<file path="config.mk">
export PLATFORM = sky130hd
export DESIGN_NAME = uart_baud_ctrl
export DESIGN_NICKNAME = d
export VERILOG_FILES = /design/src/rtl/uart_baud_ctrl.sv
export SDC_FILE = /design/constraint.sdc
export NUM_CORES = 1
export LEC_CHECK = 0
export CAP_MARGIN = 20
export CORE_MARGIN = 10
export CORE_UTILIZATION = 40
export CTS_BUF_LIST = sky130_fd_sc_hd__clkbuf_8
export CTS_CLUSTER_SIZE = 25
export DETAILED_ROUTE_END_ITERATION = 8
export PLACE_DENSITY = 0.66
export RECOVER_POWER = 100
export REMOVE_ABC_BUFFERS = 1
export SLEW_MARGIN = 15
export SYNTH_ARGS = -nofsm -noshare
export SYNTH_HDL_FRONTEND = slang
export SYNTH_SLANG_ARGS = --single-unit
export TNS_END_PERCENT = 30
</file>
<file path="constraint.sdc">
create_clock -name clk -period 4 [get_ports clk]
set_input_delay 0.8 -clock clk [delete_from_list [all_inputs] [get_ports clk]]
set_output_delay 0.8 -clock clk [all_outputs]
set_load 0.005 [all_outputs]
</file>
<file path="src/rtl/uart_baud_ctrl.sv">
// uart_baud_ctrl: baud-rate tick generator for a UART.
// Produces a TX bit tick, an RX oversample tick and an RX mid-bit sample
// strobe from a run-time programmable clocks-per-oversample-tick divisor.
// A divisor written while running is held pending and applied on the next
// TX bit boundary so a bit is never shortened.
module uart_baud_ctrl #(
  parameter int CLK_FREQ   = 32000000,
  parameter int BAUD_RATE  = 115200,
  parameter int OVERSAMPLE = 16,
  parameter int DIV_W      = 16
) (
  input  logic             clk,
  input  logic             rst_n,
  input  logic             enable,
  input  logic             cfg_valid,
  input  logic [DIV_W-1:0] cfg_div,
  output logic             cfg_ready,
  output logic             cfg_err,
  input  logic             rx_realign,
  output logic             tx_tick,
  output logic             rx_os_tick,
  output logic             rx_sample,
  output logic [DIV_W-1:0] cur_div
);

  // Power-up divisor, rounded to nearest: (CLK + RATE/2) / RATE.
  localparam longint unsigned OS_RATE   = 64'(BAUD_RATE) * 64'(OVERSAMPLE);
  localparam longint unsigned RST_DIV_L = (64'(CLK_FREQ) + (OS_RATE / 64'd2)) / OS_RATE;
  localparam logic [DIV_W-1:0] RST_DIV  = RST_DIV_L[DIV_W-1:0];

  localparam int OS_W = (OVERSAMPLE > 1) ? $clog2(OVERSAMPLE) : 1;
  localparam logic [OS_W-1:0]  OS_LAST    = OS_W'(OVERSAMPLE - 1);
  localparam logic [OS_W-1:0]  OS_HALF_M1 = OS_W'((OVERSAMPLE / 2) - 1);
  localparam logic [OS_W-1:0]  OS_ZERO    = OS_W'(0);
  localparam logic [OS_W-1:0]  OS_ONE     = OS_W'(1);
  localparam logic [DIV_W-1:0] DIV_ZERO   = DIV_W'(0);
  localparam logic [DIV_W-1:0] DIV_ONE    = DIV_W'(1);
  localparam logic [DIV_W-1:0] DIV_TWO    = DIV_W'(2);

  localparam logic [1:0] S_IDLE = 2'd0;
  localparam logic [1:0] S_RUN  = 2'd1;
  localparam logic [1:0] S_PEND = 2'd2;

  logic [1:0]       r_state;
  logic [DIV_W-1:0] r_cur_div;
  logic [DIV_W-1:0] r_pend_div;
  logic [DIV_W-1:0] r_tx_div_cnt;
  logic [OS_W-1:0]  r_tx_os_cnt;
  logic [DIV_W-1:0] r_rx_div_cnt;
  logic [OS_W-1:0]  r_rx_os_cnt;
  logic             r_tx_tick;
  logic             r_rx_os_tick;
  logic             r_rx_sample;
  logic             r_cfg_err;
  logic             r_cfg_ready;

  logic [1:0]       w_state_nxt;
  logic [DIV_W-1:0] w_cur_div_nxt;
  logic [DIV_W-1:0] w_pend_div_nxt;
  logic [DIV_W-1:0] w_tx_div_nxt;
  logic [OS_W-1:0]  w_tx_os_nxt;
  logic [DIV_W-1:0] w_rx_div_nxt;
  logic [OS_W-1:0]  w_rx_os_nxt;

  logic             w_xfer;
  logic             w_div_ok;
  logic             w_run;
  logic [DIV_W-1:0] w_div_last;
  logic             w_tx_wrap;
  logic             w_tx_os_last;
  logic             w_rx_wrap;
  logic             w_rx_os_last;
  logic             w_tx_tick;
  logic             w_rx_os_tick;
  logic             w_rx_sample;
  logic [DIV_W-1:0] w_tx_div_inc;
  logic [OS_W-1:0]  w_tx_os_inc;
  logic [DIV_W-1:0] w_rx_div_inc;
  logic [OS_W-1:0]  w_rx_os_inc;

  assign w_xfer   = cfg_valid & r_cfg_ready;
  assign w_div_ok = (cfg_div >= DIV_TWO);
  assign w_run    = (r_state != S_IDLE) & enable;

  // Wrap compares use >= so a counter left above a smaller divisor still wraps.
  assign w_div_last   = r_cur_div - DIV_ONE;
  assign w_tx_wrap    = (r_tx_div_cnt >= w_div_last);
  assign w_tx_os_last = (r_tx_os_cnt >= OS_LAST);
  assign w_rx_wrap    = (r_rx_div_cnt >= w_div_last);
  assign w_rx_os_last = (r_rx_os_cnt >= OS_LAST);

  // A realign pulse overrides any rx wrap due on the same cycle.
  assign w_tx_tick    = w_run & w_tx_wrap & w_tx_os_last;
  assign w_rx_os_tick = w_run & ~rx_realign & w_rx_wrap;
  assign w_rx_sample  = w_rx_os_tick & (r_rx_os_cnt == OS_HALF_M1);

  // Free-running counter advance used whenever the generator is counting.
  always_comb begin
    w_tx_div_inc = w_tx_wrap ? DIV_ZERO : (r_tx_div_cnt + DIV_ONE);
    if (w_tx_wrap) begin
      w_tx_os_inc = w_tx_os_last ? OS_ZERO : (r_tx_os_cnt + OS_ONE);
    end else begin
      w_tx_os_inc = r_tx_os_cnt;
    end
    if (rx_realign) begin
      w_rx_div_inc = DIV_ZERO;
      w_rx_os_inc  = OS_ZERO;
    end else begin
      w_rx_div_inc = w_rx_wrap ? DIV_ZERO : (r_rx_div_cnt + DIV_ONE);
      if (w_rx_wrap) begin
        w_rx_os_inc = w_rx_os_last ? OS_ZERO : (r_rx_os_cnt + OS_ONE);
      end else begin
        w_rx_os_inc = r_rx_os_cnt;
      end
    end
  end

  // State, divisor and counter next-value selection.
  always_comb begin
    w_state_nxt    = r_state;
    w_cur_div_nxt  = r_cur_div;
    w_pend_div_nxt = r_pend_div;
    w_tx_div_nxt   = DIV_ZERO;
    w_tx_os_nxt    = OS_ZERO;
    w_rx_div_nxt   = DIV_ZERO;
    w_rx_os_nxt    = OS_ZERO;
    case (r_state)
      S_IDLE: begin
        if (w_xfer && w_div_ok) begin
          w_cur_div_nxt = cfg_div;
        end else begin
          w_cur_div_nxt = r_cur_div;
        end
        if (enable) begin
          w_state_nxt = S_RUN;
        end else begin
          w_state_nxt = S_IDLE;
        end
      end
      S_RUN: begin
        if (!enable) begin
          w_state_nxt = S_IDLE;
          if (w_xfer && w_div_ok) begin
            w_cur_div_nxt = cfg_div;
          end else begin
            w_cur_div_nxt = r_cur_div;
          end
        end else begin
          w_tx_div_nxt = w_tx_div_inc;
          w_tx_os_nxt  = w_tx_os_inc;
          w_rx_div_nxt = w_rx_div_inc;
          w_rx_os_nxt  = w_rx_os_inc;
          if (w_xfer && w_div_ok) begin
            w_pend_div_nxt = cfg_div;
            w_state_nxt    = S_PEND;
          end else begin
            w_state_nxt = S_RUN;
          end
        end
      end
      S_PEND: begin
        if (!enable) begin
          w_state_nxt   = S_IDLE;
          w_cur_div_nxt = r_pend_div;
        end else if (w_tx_tick) begin
          // Bit boundary: swap divisor, counters restart from zero.
          w_state_nxt   = S_RUN;
          w_cur_div_nxt = r_pend_div;
        end else begin
          w_tx_div_nxt = w_tx_div_inc;
          w_tx_os_nxt  = w_tx_os_inc;
          w_rx_div_nxt = w_rx_div_inc;
          w_rx_os_nxt  = w_rx_os_inc;
        end
      end
      default: begin
        w_state_nxt = S_IDLE;
      end
    endcase
  end

  // Register state, counters and all outputs.
  always_ff @(posedge clk or negedge rst_n) begin
    if (!rst_n) begin
      r_state      <= S_IDLE;
      r_cur_div    <= RST_DIV;
      r_pend_div   <= DIV_ZERO;
      r_tx_div_cnt <= DIV_ZERO;
      r_tx_os_cnt  <= OS_ZERO;
      r_rx_div_cnt <= DIV_ZERO;
      r_rx_os_cnt  <= OS_ZERO;
      r_tx_tick    <= 1'b0;
      r_rx_os_tick <= 1'b0;
      r_rx_sample  <= 1'b0;
      r_cfg_err    <= 1'b0;
      r_cfg_ready  <= 1'b1;
    end else begin
      r_state      <= w_state_nxt;
      r_cur_div    <= w_cur_div_nxt;
      r_pend_div   <= w_pend_div_nxt;
      r_tx_div_cnt <= w_tx_div_nxt;
      r_tx_os_cnt  <= w_tx_os_nxt;
      r_rx_div_cnt <= w_rx_div_nxt;
      r_rx_os_cnt  <= w_rx_os_nxt;
      r_tx_tick    <= w_tx_tick;
      r_rx_os_tick <= w_rx_os_tick;
      r_rx_sample  <= w_rx_sample;
      r_cfg_err    <= w_xfer & ~w_div_ok;
      r_cfg_ready  <= (w_state_nxt != S_PEND);
    end
  end

  assign cfg_ready  = r_cfg_ready;
  assign cfg_err    = r_cfg_err;
  assign tx_tick    = r_tx_tick;
  assign rx_os_tick = r_rx_os_tick;
  assign rx_sample  = r_rx_sample;
  assign cur_div    = r_cur_div;

endmodule
</file>
==> flow_summary.yaml <==
run_status:
  status: "finished, violations left"
  violations: "capacitance limit, slew limit"
final_layout:
  finalNonFillerCells: 675
  final_common_cell: "dfrtp_1"
  final_cell_mix: "dfrtp_1 (76), nor2_1 (47), nand2_1 (40)"
  drive_above_1_share_pct: 18.6
  num_antenna_cells: 0
  nets: 582
  area_growth_pct: 20.3
route:
  wire_per_inst_um: 16.4
  dr_total_vias: 3629
  drtPass1Iterations: 4
  via_per_inst: 5.38
  antenna_left: 0
  dr.first_iter.drc_count: 192
  drc_errors: 0
  drt_wl_total_mm: 11.1
timing:
  holdWs_ns: 0.489
  finalHoldViolCount: 0
  post-route-period-util_pct: 97.4
  rsz0062_at_grt: "true"
  max_freq_mhz: 257
  worstMarginPinSlew_ns: 1.54
  finalClockSkew_ns: 0.00685
  timing.final.crit_period_ns: 3.89
  finalSetupViolCount: 0
  drv_slew: 62
  slew_headroom_pct: -2.98
worst_setup_path:
  worstPathArrival_ns: 4.19
  critPathTopFamily: "simple AND/OR/NAND/NOR gates"
  cp_slowest_cell: "or4b_2"
  setup.worst_path.start_class: "flop"
  worst-path-buf-inv: 1
  max_stage_delay_ns: 0.68
  end_kind: "flop"
  critPathRequiredTime_ns: 4.30
  worstPathCellList: "nor4_4, nand2_1, or3_4, or4b_2, xor2_2, ha_1, and4_1, and3_1, o2111a_1, a211oi_2, buf_4, o2111ai_1, a221o_1"
  worst-path-max-fanout: 14
  path_class: "reg2reg"
die:
  ioPinCount: 42
  initial_core_util_pct: 40.6
  die_w_um: 130
  core-area_um2: 12000
  core.rowCount: 40
  die_y_um: 130
  dieArea_um2: 17000
clocking:
  cts_buffer_depth: 2
  htreeDepth: 3
  cts.sinks: 79
  clk_pin_slew_ns: 0.07
  cts_tree: "yes"
  cts_root_buf: "clkbuf_8"
  clk_latency_ns: 0.37
  cts_made_buffers: 9
  hold_buffers: 0
power_and_ir_drop:
  leakage_nw: 2.60
  power_density_nw_per_um2: 477
  ir_drop_v: 0.000240
  totalPowerFinal_mw: 2.79
global_routing:
  grt_max_degree: 80
  grt_pass1_wl_mm: 18.6
  antenna_found_initial: 0
  grt_pass1_vias: 3754
  grt_usage_pct: 13.8
  grt_overflow: 0
synthesis:
  synth_edf_count: 0
  yosysSeqAreaShare_pct: 40.8
  yosys_warnings: 0
  netlist_area_um2: 4860
  ys_ff_latch: 79
  async_flop_share_pct: 100
  ys_types: 57
  syn-instance-count: 463
  syn_area_per_cell_um2: 10.5
  synth_ff_type: "dfrtp_1"
placed_design:
  place.detailed.hpwl_mm: 8.28
  io_buffer_count: 41
  gp_congestion: 0.859
  place_inst: 657
run:
  maxCapViolations: 1
min_path:
  hold_path.class: "reg2reg"
through the flow:
| step | worst slack (ns) | utilization (%) | cell area [µm²] | setup TNS (ns) |
|---|---|---|---|---|
| 2_1_floorplan | -1.19 | - | 4770 | -34.88 |
| 3_3_place_gp | 0.0886 | 46.8 | 5590 | 0 |
| 3_5_place_dp | -0.0158 | 46.8 | 5590 | -0.0825 |
| 4_1_cts | 0.0286 | 48.6 | 5810 | 0 |
| 5_1_grt | -0.0645 | 48.9 | 5840 | -0.427 |
| 6_report | 0.105 | 48.9 | 5840 | 0 |
flip-flops by register name, indices dropped and copies added (netlist names):
| signal | flops |
|---|---|
| r_tx_div_cnt | 16 |
| r_rx_os_cnt | 4 |
| r_pend_div | 16 |
| tx_tick | 1 |
| cur_div | 16 |
| rx_os_tick | 1 |
| r_rx_div_cnt | 16 |
| cfg_err | 1 |
| r_tx_os_cnt | 4 |
| rx_sample | 1 |
| cfg_ready | 1 |
| r_state | 2 |
what timing repair did:
action,4_1_cts,5_1_grt
gates cloned,0,1
gates resized for setup,1,8
setup buffers,0,1
pin swaps,0,4
setup endpoints to repair,30,42
layout make-up:
class | count | area [µm²]
Multi-Input combinational cell | 351 | 2800
Tap cell | 147 | 184
Clock buffer | 10 | 138
Clock inverter | 5 | 73.8
Sequential cell | 79 | 1980
Inverter | 15 | 56.3
Fill cell | 1077 | 6120
Timing Repair Buffer | 68 | 617
cells by family after synthesis:
family	count (synthesis)	share of synthesized area, %
xor gates and xnor gates	44	9.07
DFF	79	40.8
and+or+nand+nor	163	16.8
AOI/OAI and AO/OA	56	8.60
adders and majority gates	37	9.53
buffers and inverters	33	2.94
muxes	51	12.3
cell usage after synthesis, types with 5 or more instances:
master | number | share of area, %
clkbuf_1 | 13 | 1.0
nor2_1 | 48 | 3.7
dfrtp_1 | 76 | 39
nand4_1 | 6 | 0.77
and3_1 | 12 | 1.5
mux2i_1 | 6 | 1.2
ha_1 | 37 | 9.5
a21o_1 | 6 | 0.93
mux2_4 | 8 | 2.5
xnor2_1 | 18 | 3.2
nand3_1 | 13 | 1.3
nor4_1 | 7 | 0.90
nor3_1 | 6 | 0.62
or3_1 | 5 | 0.64
nand2_1 | 40 | 3.1
nand2b_1 | 5 | 0.64
o21ai_0 | 9 | 0.93
a21oi_1 | 10 | 1.0
inv_1 | 15 | 1.2
mux2_2 | 37 | 8.6
xor2_1 | 22 | 4.0
final timing paths:
check	startpoint	endpoint	slack (ns)	cells after the start
setup / recovery	cur_div[2]	cfg_ready	0.11	13
hold / removal	cfg_ready	cfg_err	0.49	2
setup reg to reg	cur_div[2]	cfg_ready	0.11	13
hold reg to reg	cfg_ready	cfg_err	0.49	2
max in group asynchronous	rst_n	r_rx_div_cnt[12]	1.36	2
min in group asynchronous	rst_n	r_rx_div_cnt[13]	0.58	1
layer usage:
metal | up-vias | share of wire, % | global-route usage, %
met1 | 1767 | 46 | 16.6
met3 | 24 | 3.8 | 3.81
met5 | - | 0 | 0
li1 | 1773 | - | -
met2 | 65 | 47 | 22.2
met4 | 0 | 3.0 | 7.34
where the power goes:
group          total (mW)  internal (mW)  leakage, nW  switching [mW]
logic                1.04          0.564         1.45           0.480
registers            1.09          0.960         1.03           0.133
clock network       0.651          0.360        0.113           0.291
worst register-to-register path, delay by kind of cell, from the launching register on:
family / cells / cell delay, ns
and+or+nand+nor: 6 / 1.80
AOI/OAI and AO/OA: 4 / 0.91
buffers and inverters: 1 / 0.23
xor gates and xnor gates: 1 / 0.18
adders and majority gates: 1 / 0.29
DFF: 1 / 0.41
No activity file was read; power rests on OpenSTA's default activity.
